[src/rtl/vga_seg_pkg.sv]
// Shared definitions for the seven-segment text renderer.
//   glyph_t      : glyph index (hex digits, minus sign, blank)
//   SEG_*        : seg codes {g,f,e,d,c,b,a,dp}, dp bit shown cleared
//   seg_decode   : seg code -> glyph index (dp ignored, unknown -> blank)
//   seg_known    : code is one of the recognised patterns (or blank)
//   glyph_segs   : glyph index -> lit segments {g,f,e,d,c,b,a}
// The glyph bitmaps are drawn from the segment set of each glyph, so every
// glyph looks exactly like the seven-segment pattern it came from.
package vga_seg_pkg;

    localparam int GLYPH_W = 32;
    localparam int GLYPH_H = 32;

    typedef enum logic [4:0] {
        G_0, G_1, G_2, G_3, G_4, G_5, G_6, G_7,
        G_8, G_9, G_A, G_B, G_C, G_D, G_E, G_F,
        G_NEG, G_BLANK
    } glyph_t;

    localparam logic [7:0] SEG_0     = 8'h7E;
    localparam logic [7:0] SEG_1     = 8'h0C;
    localparam logic [7:0] SEG_2     = 8'hB6;
    localparam logic [7:0] SEG_3     = 8'h9E;
    localparam logic [7:0] SEG_4     = 8'hCC;
    localparam logic [7:0] SEG_5     = 8'hDA;
    localparam logic [7:0] SEG_6     = 8'hFA;
    localparam logic [7:0] SEG_7     = 8'h0E;
    localparam logic [7:0] SEG_8     = 8'hFE;
    localparam logic [7:0] SEG_9     = 8'hDE;
    localparam logic [7:0] SEG_A     = 8'hEE;
    localparam logic [7:0] SEG_B     = 8'hF8;
    localparam logic [7:0] SEG_C     = 8'h72;
    localparam logic [7:0] SEG_D     = 8'hBC;
    localparam logic [7:0] SEG_E     = 8'hF2;
    localparam logic [7:0] SEG_F     = 8'hE2;
    localparam logic [7:0] SEG_NEG   = 8'h80;
    localparam logic [7:0] SEG_BLANK = 8'h00;

    function automatic glyph_t seg_decode(input logic [7:0] code);
        case ({code[7:1], 1'b0})
            SEG_0:   return G_0;
            SEG_1:   return G_1;
            SEG_2:   return G_2;
            SEG_3:   return G_3;
            SEG_4:   return G_4;
            SEG_5:   return G_5;
            SEG_6:   return G_6;
            SEG_7:   return G_7;
            SEG_8:   return G_8;
            SEG_9:   return G_9;
            SEG_A:   return G_A;
            SEG_B:   return G_B;
            SEG_C:   return G_C;
            SEG_D:   return G_D;
            SEG_E:   return G_E;
            SEG_F:   return G_F;
            SEG_NEG: return G_NEG;
            default: return G_BLANK;
        endcase
    endfunction

    function automatic logic seg_known(input logic [7:0] code);
        return (code[7:1] == 7'd0) || (seg_decode(code) != G_BLANK);
    endfunction

    function automatic logic [6:0] glyph_segs(input glyph_t g);
        case (g)
            G_0:     return SEG_0[7:1];
            G_1:     return SEG_1[7:1];
            G_2:     return SEG_2[7:1];
            G_3:     return SEG_3[7:1];
            G_4:     return SEG_4[7:1];
            G_5:     return SEG_5[7:1];
            G_6:     return SEG_6[7:1];
            G_7:     return SEG_7[7:1];
            G_8:     return SEG_8[7:1];
            G_9:     return SEG_9[7:1];
            G_A:     return SEG_A[7:1];
            G_B:     return SEG_B[7:1];
            G_C:     return SEG_C[7:1];
            G_D:     return SEG_D[7:1];
            G_E:     return SEG_E[7:1];
            G_F:     return SEG_F[7:1];
            G_NEG:   return SEG_NEG[7:1];
            default: return 7'd0;
        endcase
    endfunction

endpackage

[src/rtl/vga_glyph_rom.sv]
// 32x32 glyph row ROM, one-cycle registered read.
//   clk   : clock
//   glyph : glyph index
//   row   : glyph row 0..31
//   bits  : row bitmap, bit 31 = leftmost column
// Segment strokes (rows / cols inclusive):
//   a r2-5 c8-23, b r4-15 c24-27, c r16-27 c24-27, d r26-29 c8-23,
//   e r16-27 c4-7, f r4-15 c4-7, g r14-17 c8-23
module vga_glyph_rom
    import vga_seg_pkg::*;
(
    input  logic               clk,
    input  glyph_t             glyph,
    input  logic [4:0]         row,
    output logic [GLYPH_W-1:0] bits
);

    function automatic logic [31:0] span(input int lo, input int hi);
        logic [31:0] m;
        m = '0;
        for (int i = 0; i < 32; i++) begin
            if (i >= lo && i <= hi) m[31-i] = 1'b1;
        end
        return m;
    endfunction

    function automatic logic rows_in(input logic [4:0] r, input logic [4:0] lo,
                                     input logic [4:0] hi);
        return (r >= lo) && (r <= hi);
    endfunction

    logic [6:0]  segs;
    logic [31:0] row_bits;

    always_comb begin
        segs     = glyph_segs(glyph);
        row_bits = '0;
        if (segs[0] && rows_in(row, 5'd2,  5'd5))  row_bits = row_bits | span(8, 23);
        if (segs[1] && rows_in(row, 5'd4,  5'd15)) row_bits = row_bits | span(24, 27);
        if (segs[2] && rows_in(row, 5'd16, 5'd27)) row_bits = row_bits | span(24, 27);
        if (segs[3] && rows_in(row, 5'd26, 5'd29)) row_bits = row_bits | span(8, 23);
        if (segs[4] && rows_in(row, 5'd16, 5'd27)) row_bits = row_bits | span(4, 7);
        if (segs[5] && rows_in(row, 5'd4,  5'd15)) row_bits = row_bits | span(4, 7);
        if (segs[6] && rows_in(row, 5'd14, 5'd17)) row_bits = row_bits | span(8, 23);
    end

    always_ff @(posedge clk) begin
        bits <= row_bits;
    end

endmodule

[src/rtl/vga_seg_text_renderer.sv]
// Renders a row of seven-segment codes as 32x32 glyphs on the VGA raster.
// Digit codes are written into a shadow bank and copied to the active bank
// on frame_start, so a frame never shows a half-updated row.
// Optional feature macro: VGA_SEG_BLINK_EN (per-digit blink from a 6-bit
// frame counter; without it blink_mask is ignored).
// Ports:
//   clk, rst              clock, async active-high reset
//   wr_en/wr_idx/wr_seg   shadow bank write
//   frame_start           copy shadow -> active (start of vblank)
//   blink_mask            per-digit blink enable
//   pix_valid/pix_x/pix_y raster position in
//   out_valid/pix_on/pix_rgb  pixel result, 2 cycles after the input
//   bad_code              sticky: an unrecognised code reached the active bank
module vga_seg_text_renderer
    import vga_seg_pkg::*;
#(
    parameter int          NUM_DIGITS = 8,
    parameter int          X_W        = 10,
    parameter int          Y_W        = 10,
    parameter int          ORIGIN_X   = 64,
    parameter int          ORIGIN_Y   = 200,
    parameter int          SCALE_LOG2 = 0,
    parameter int          CELL_LOG2  = 6,
    parameter logic [11:0] FG_RGB     = 12'hFFF,
    parameter logic [11:0] BG_RGB     = 12'h000
) (
    input  logic                  clk,
    input  logic                  rst,
    input  logic                  wr_en,
    input  logic [((NUM_DIGITS > 1) ? $clog2(NUM_DIGITS) : 1)-1:0] wr_idx,
    input  logic [7:0]            wr_seg,
    input  logic                  frame_start,
    input  logic [NUM_DIGITS-1:0] blink_mask,
    input  logic                  pix_valid,
    input  logic [X_W-1:0]        pix_x,
    input  logic [Y_W-1:0]        pix_y,
    output logic                  out_valid,
    output logic                  pix_on,
    output logic [11:0]           pix_rgb,
    output logic                  bad_code
);

    localparam logic [X_W-1:0] OX = X_W'(ORIGIN_X);
    localparam logic [Y_W-1:0] OY = Y_W'(ORIGIN_Y);
    localparam logic [X_W-1:0] ND = X_W'(NUM_DIGITS);

    logic [7:0] shadow [NUM_DIGITS];
    logic [7:0] active [NUM_DIGITS];
    logic       shadow_bad;

    // A swap uses the shadow contents from before any same-cycle write.
    always_ff @(posedge clk or posedge rst) begin
        if (rst) begin
            for (int i = 0; i < NUM_DIGITS; i++) begin
                shadow[i] <= 8'h00;
                active[i] <= 8'h00;
            end
        end else begin
            if (frame_start) begin
                for (int i = 0; i < NUM_DIGITS; i++) active[i] <= shadow[i];
            end
            if (wr_en && (32'(wr_idx) < NUM_DIGITS)) shadow[wr_idx] <= wr_seg;
        end
    end

    always_comb begin
        shadow_bad = 1'b0;
        for (int i = 0; i < NUM_DIGITS; i++) begin
            shadow_bad = shadow_bad | ~seg_known(shadow[i]);
        end
    end

    always_ff @(posedge clk or posedge rst) begin
        if (rst)                            bad_code <= 1'b0;
        else if (frame_start && shadow_bad) bad_code <= 1'b1;
    end

    // ---- S1: cell geometry and active-bank sample ----
    logic [X_W-1:0]       dx, digit;
    logic [Y_W-1:0]       dy, row_full;
    logic [CELL_LOG2-1:0] col_full;
    logic                 in_box;
    logic [7:0]           code_sel;
    logic                 blank_s1;

    always_comb begin
        dx       = pix_x - OX;
        dy       = pix_y - OY;
        digit    = dx >> CELL_LOG2;
        col_full = dx[CELL_LOG2-1:0] >> SCALE_LOG2;
        row_full = dy >> SCALE_LOG2;
        // The >= checks reject pixels whose subtraction wrapped around.
        in_box   = (pix_x >= OX) && (pix_y >= OY) && (digit < ND) &&
                   ((col_full >> 5) == '0) && ((row_full >> 5) == '0);
        code_sel = 8'h00;
        for (int i = 0; i < NUM_DIGITS; i++) begin
            if (digit == X_W'(i)) code_sel = active[i];
        end
    end

`ifdef VGA_SEG_BLINK_EN
    logic [5:0] frame_cnt;
    logic       blink_sel;

    always_ff @(posedge clk or posedge rst) begin
        if (rst)              frame_cnt <= 6'd0;
        else if (frame_start) frame_cnt <= frame_cnt + 6'd1;
    end

    always_comb begin
        blink_sel = 1'b0;
        for (int i = 0; i < NUM_DIGITS; i++) begin
            if (digit == X_W'(i)) blink_sel = blink_mask[i];
        end
        blank_s1 = blink_sel & frame_cnt[5];
    end
`else
    logic unused_blink;
    assign unused_blink = ^blink_mask;
    assign blank_s1     = 1'b0;
`endif

    logic       vld_p1, vld_p2;
    logic       in_box_p1, in_box_p2;
    logic       blank_p1, blank_p2;
    logic [4:0] col_p1, col_p2, row_p1;
    glyph_t     glyph_p1;
    logic [31:0] bits_p2;

    always_ff @(posedge clk or posedge rst) begin
        if (rst) begin
            vld_p1 <= 1'b0;
            vld_p2 <= 1'b0;
        end else begin
            vld_p1 <= pix_valid;
            vld_p2 <= vld_p1;
        end
    end

    always_ff @(posedge clk) begin
        in_box_p1 <= in_box;
        col_p1    <= col_full[4:0];
        row_p1    <= row_full[4:0];
        glyph_p1  <= seg_decode(code_sel);
        blank_p1  <= blank_s1;
    end

    // ---- S2: glyph row lookup ----
    vga_glyph_rom u_rom (
        .clk   (clk),
        .glyph (glyph_p1),
        .row   (row_p1),
        .bits  (bits_p2)
    );

    always_ff @(posedge clk) begin
        in_box_p2 <= in_box_p1;
        col_p2    <= col_p1;
        blank_p2  <= blank_p1;
    end

    assign out_valid = vld_p2;
    assign pix_on    = vld_p2 & in_box_p2 & bits_p2[5'd31 - col_p2] & ~blank_p2;
    assign pix_rgb   = !vld_p2 ? 12'h000 : (pix_on ? FG_RGB : BG_RGB);

endmodule

[config.mk]
export PLATFORM = sky130hd
export DESIGN_NAME = vga_seg_text_renderer
export DESIGN_NICKNAME = d
export VERILOG_FILES = /design/src/rtl/vga_seg_pkg.sv /design/src/rtl/vga_glyph_rom.sv /design/src/rtl/vga_seg_text_renderer.sv
export SDC_FILE = /design/constraint.sdc
export NUM_CORES = 1
export LEC_CHECK = 0
export ABC_AREA = 1
export CAP_MARGIN = 20
export CORE_MARGIN = 4
export CORE_UTILIZATION = 59
export DETAILED_ROUTE_END_ITERATION = 8
export PLACE_DENSITY = 0.81
export REMOVE_ABC_BUFFERS = 1
export SETUP_SLACK_MARGIN = 0.4
export SYNTH_ARGS = -nofsm -noshare
export SYNTH_HDL_FRONTEND = slang
export SYNTH_SLANG_ARGS = --single-unit
[constraint.sdc]
create_clock -name clk -period 5.6 [get_ports clk]
set_input_delay 1.4 -clock clk [delete_from_list [all_inputs] [get_ports clk]]
set_output_delay 1.4 -clock clk [all_outputs]
set_load 0.02 [all_outputs]
==> results.ini <==
[status]
status = finished clean

[cells_and_area]
fillCellCount = 1010
multi_input_area_mm2 = 0.00332
nets = 1052
finalNonFillerCells = 1179
layout-drive-gt1-share_pct = 8.01
final_util_pct = 69.4
ff_latch_area_mm2 = 0.00332
area_delta_synth_final_pct = 14.4
n_antenna_cell = 0

[floorplan]
core-area_mm2 = 0.0121
die_y_um = 120
dieArea_mm2 = 0.0143
pin_count = 59
num_rows = 40
die_w_um = 120
initial_core_util_pct = 60.7

[placed_design]
hpwl_um = 13200
place_inst = 1148
gp_congestion = 0.900
numPortBuffers = 46

[power]
power.density_mw_per_mm2 = 346
p_leak_uw = 0.00389
peakVddDrop_uv = 310

[setup_path]
worstSetupPathType = input port to register
crit_arrival_ns = 4.66
cp-start-kind = input port
crit_fanout = 11
required_ns = 5.95
r2r_cells = 20
critPathCaptureType = register
crit_start = pix_x[9]
r2r-start = active[34]

[timing]
setup_viol_count_final = 0
hold_violations = 0
timing.fmax_ghz = 0.232
rsz0062_at_grt = no
period_share_pct = 76.9
worst_pin_slew_ns = 0.949
fin_crit_ns = 4.31
drv_slew = 0
relSlewSlack_pct = 36.7
finalClockSkew_ns = 0.00522

[routing]
wl_per_cell_um = 15.5
antenna_left = 0
via_count = 6596
vias_per_cell = 5.59
drt_iter0_drc = 736
drtPass1Iterations = 5
drc = 0
wirelength_um = 18200

[synth]
synth_top_cell_by_area = dfrtp_1
yosys_register_bits = 137
yosys-top-cells-count = nand2_1, o21ai_0, inv_1
netlist.area_leader.share_pct = 39.2
yosysSeqAreaShare_pct = 45.2
synth_edf_count = 0
ys_warn_count = 0
yosysMostFrequentCell = nand2_1
async_flop_share_pct = 83.9
synthCells = 967
synth_area_leaders = dfrtp_1, nand2_1, o21ai_0
netlist_area_mm2 = 0.00735
synth_flop_cell = dfrtp_1
avgSynthCellArea_um2 = 7.60
ys_types = 54

[clock_tree]
hold_buffers = 0
cts_root_buf = clkbuf_16
htree_levels = 4
cts.repair.resized = 0
insertion_delay_ns = 0.42
path_clk_slew_ns = 0.05
clock-sinks = 137
cts_tree = built
clockBufferDepth = 2
cts_setup_buffers = 0
cts_buffers = 17

[global_routing]
grt_pass1_wl_um = 29600
gr-usage-all-layers_pct = 26.1
grt_pass1_vias = 6154
antenna_found_initial = 0
grt-ovfl-total = 0
grt_max_degree = 109

[job]
drv_cap = 0

[hold_path]
hold_depth = 0
hp-start = col_p1[2]
hp-class = register to register

[worst max-delay path, stage by stage]
cell	delay, ns
clkdlybuf4s50_1	0.39
inv_1	0.37
nand4_2	0.30
inv_2	0.21
nand2_1	0.06
nand2_1	0.15
nand4_2	0.16
nand2_1	0.18
nor2_1	0.08
nand2_1	0.12
nand3_2	0.13
nor2_1	0.14
nand3_2	0.12
nand2_1	0.16
inv_1	0.11
ha_1	0.21
inv_1	0.07
nand2_1	0.05
nand3_1	0.07
nand3_1	0.07
nor2_1	0.10
[metrics by stage]
step / hold slack [ns] / total power [uW] / setup TNS, ns / area [um2] / worst slack [ns]
floorplan: 0.310 / 1670 / -20.57 / 7150 / -1.71
global placement: 0.312 / 1850 / 0 / 7850 / 0.953
detailed placement: 0.315 / 1870 / 0 / 7850 / 0.900
CTS: 0.328 / 2910 / 0 / 8400 / 1.33
global route: 0.341 / 3060 / 0 / 8400 / 0.968
finish: 0.326 / 2910 / 0 / 8400 / 1.29
[routing by layer]
metal,share of wire (%),track usage (%),vias to the layer above
met5,0,0,-
met4,2.4,10.2,0
met3,6.2,5.04,34
met2,46,41.5,235
met1,45,35.6,3079
li1,-,-,3248
[flip-flops by register name, indices dropped and copies added, names as in the netlist, 3 cells and up]
name	count
active	56
col_p2	3
row_p1	4
col_p1	3
u_rom.segs	7
shadow	56
u_rom.bits	3
[cells by family after synthesis]
kind of cell,Yosys count,share of synthesized area [%]
buf+inv,174,9.66
fa+ha+maj,8,1.36
mux,5,0.766
simple gates,419,26.0
compound gates,222,16.8
xor+xnor,2,0.238
flops,137,45.2
[final timing paths]
path | endpoint | slack, ns
max | u_rom.segs[3] | 1.29
min | col_p2[2] | 0.33
max reg2reg | u_rom.segs[3] | 2.88
min reg2reg | col_p2[2] | 0.33
max in group asynchronous | shadow[19] | 3.35
min in group asynchronous | active[49] | 1.38
[layout by cell type, fill, tap and decap left out, drive strengths merged, types with 3 or more instances in the layout]
| cell | netlist | layout |
|---|---|---|
| a211oi | 3 | 3 |
| a21oi | 43 | 43 |
| a221oi | 7 | 7 |
| buf | 15 | 6 |
| clkbuf | 22 | 20 |
| clkdlybuf4s50 | 0 | 45 |
| clkinv | 0 | 7 |
| dfrtp | 115 | 115 |
| dfxtp | 22 | 22 |
| ha | 8 | 8 |
| inv | 137 | 137 |
| mux2 | 5 | 5 |
| nand2 | 231 | 231 |
| nand3 | 50 | 50 |
| nand4 | 26 | 26 |
| nor2 | 100 | 100 |
| nor3 | 6 | 6 |
| o211ai | 5 | 5 |
| o21ai | 135 | 135 |
| o22ai | 9 | 9 |
[report_power, final]
part | internal [uW] | total, uW | switching, uW
Clock | 632 | 1030 | 398
Sequential | 1150 | 1320 | 172
Combinational | 213 | 560 | 346
[area by class of cell]
cell class	count	area share, %
Tap cell	168	2.50
Clock buffer	20	5.55
Multi-Input combinational cell	656	39.5
Timing Repair Buffer	51	5.84
Sequential cell	137	39.5
Clock inverter	10	0.923
Inverter	137	6.18
No activity file was read; power rests on OpenSTA's default activity.
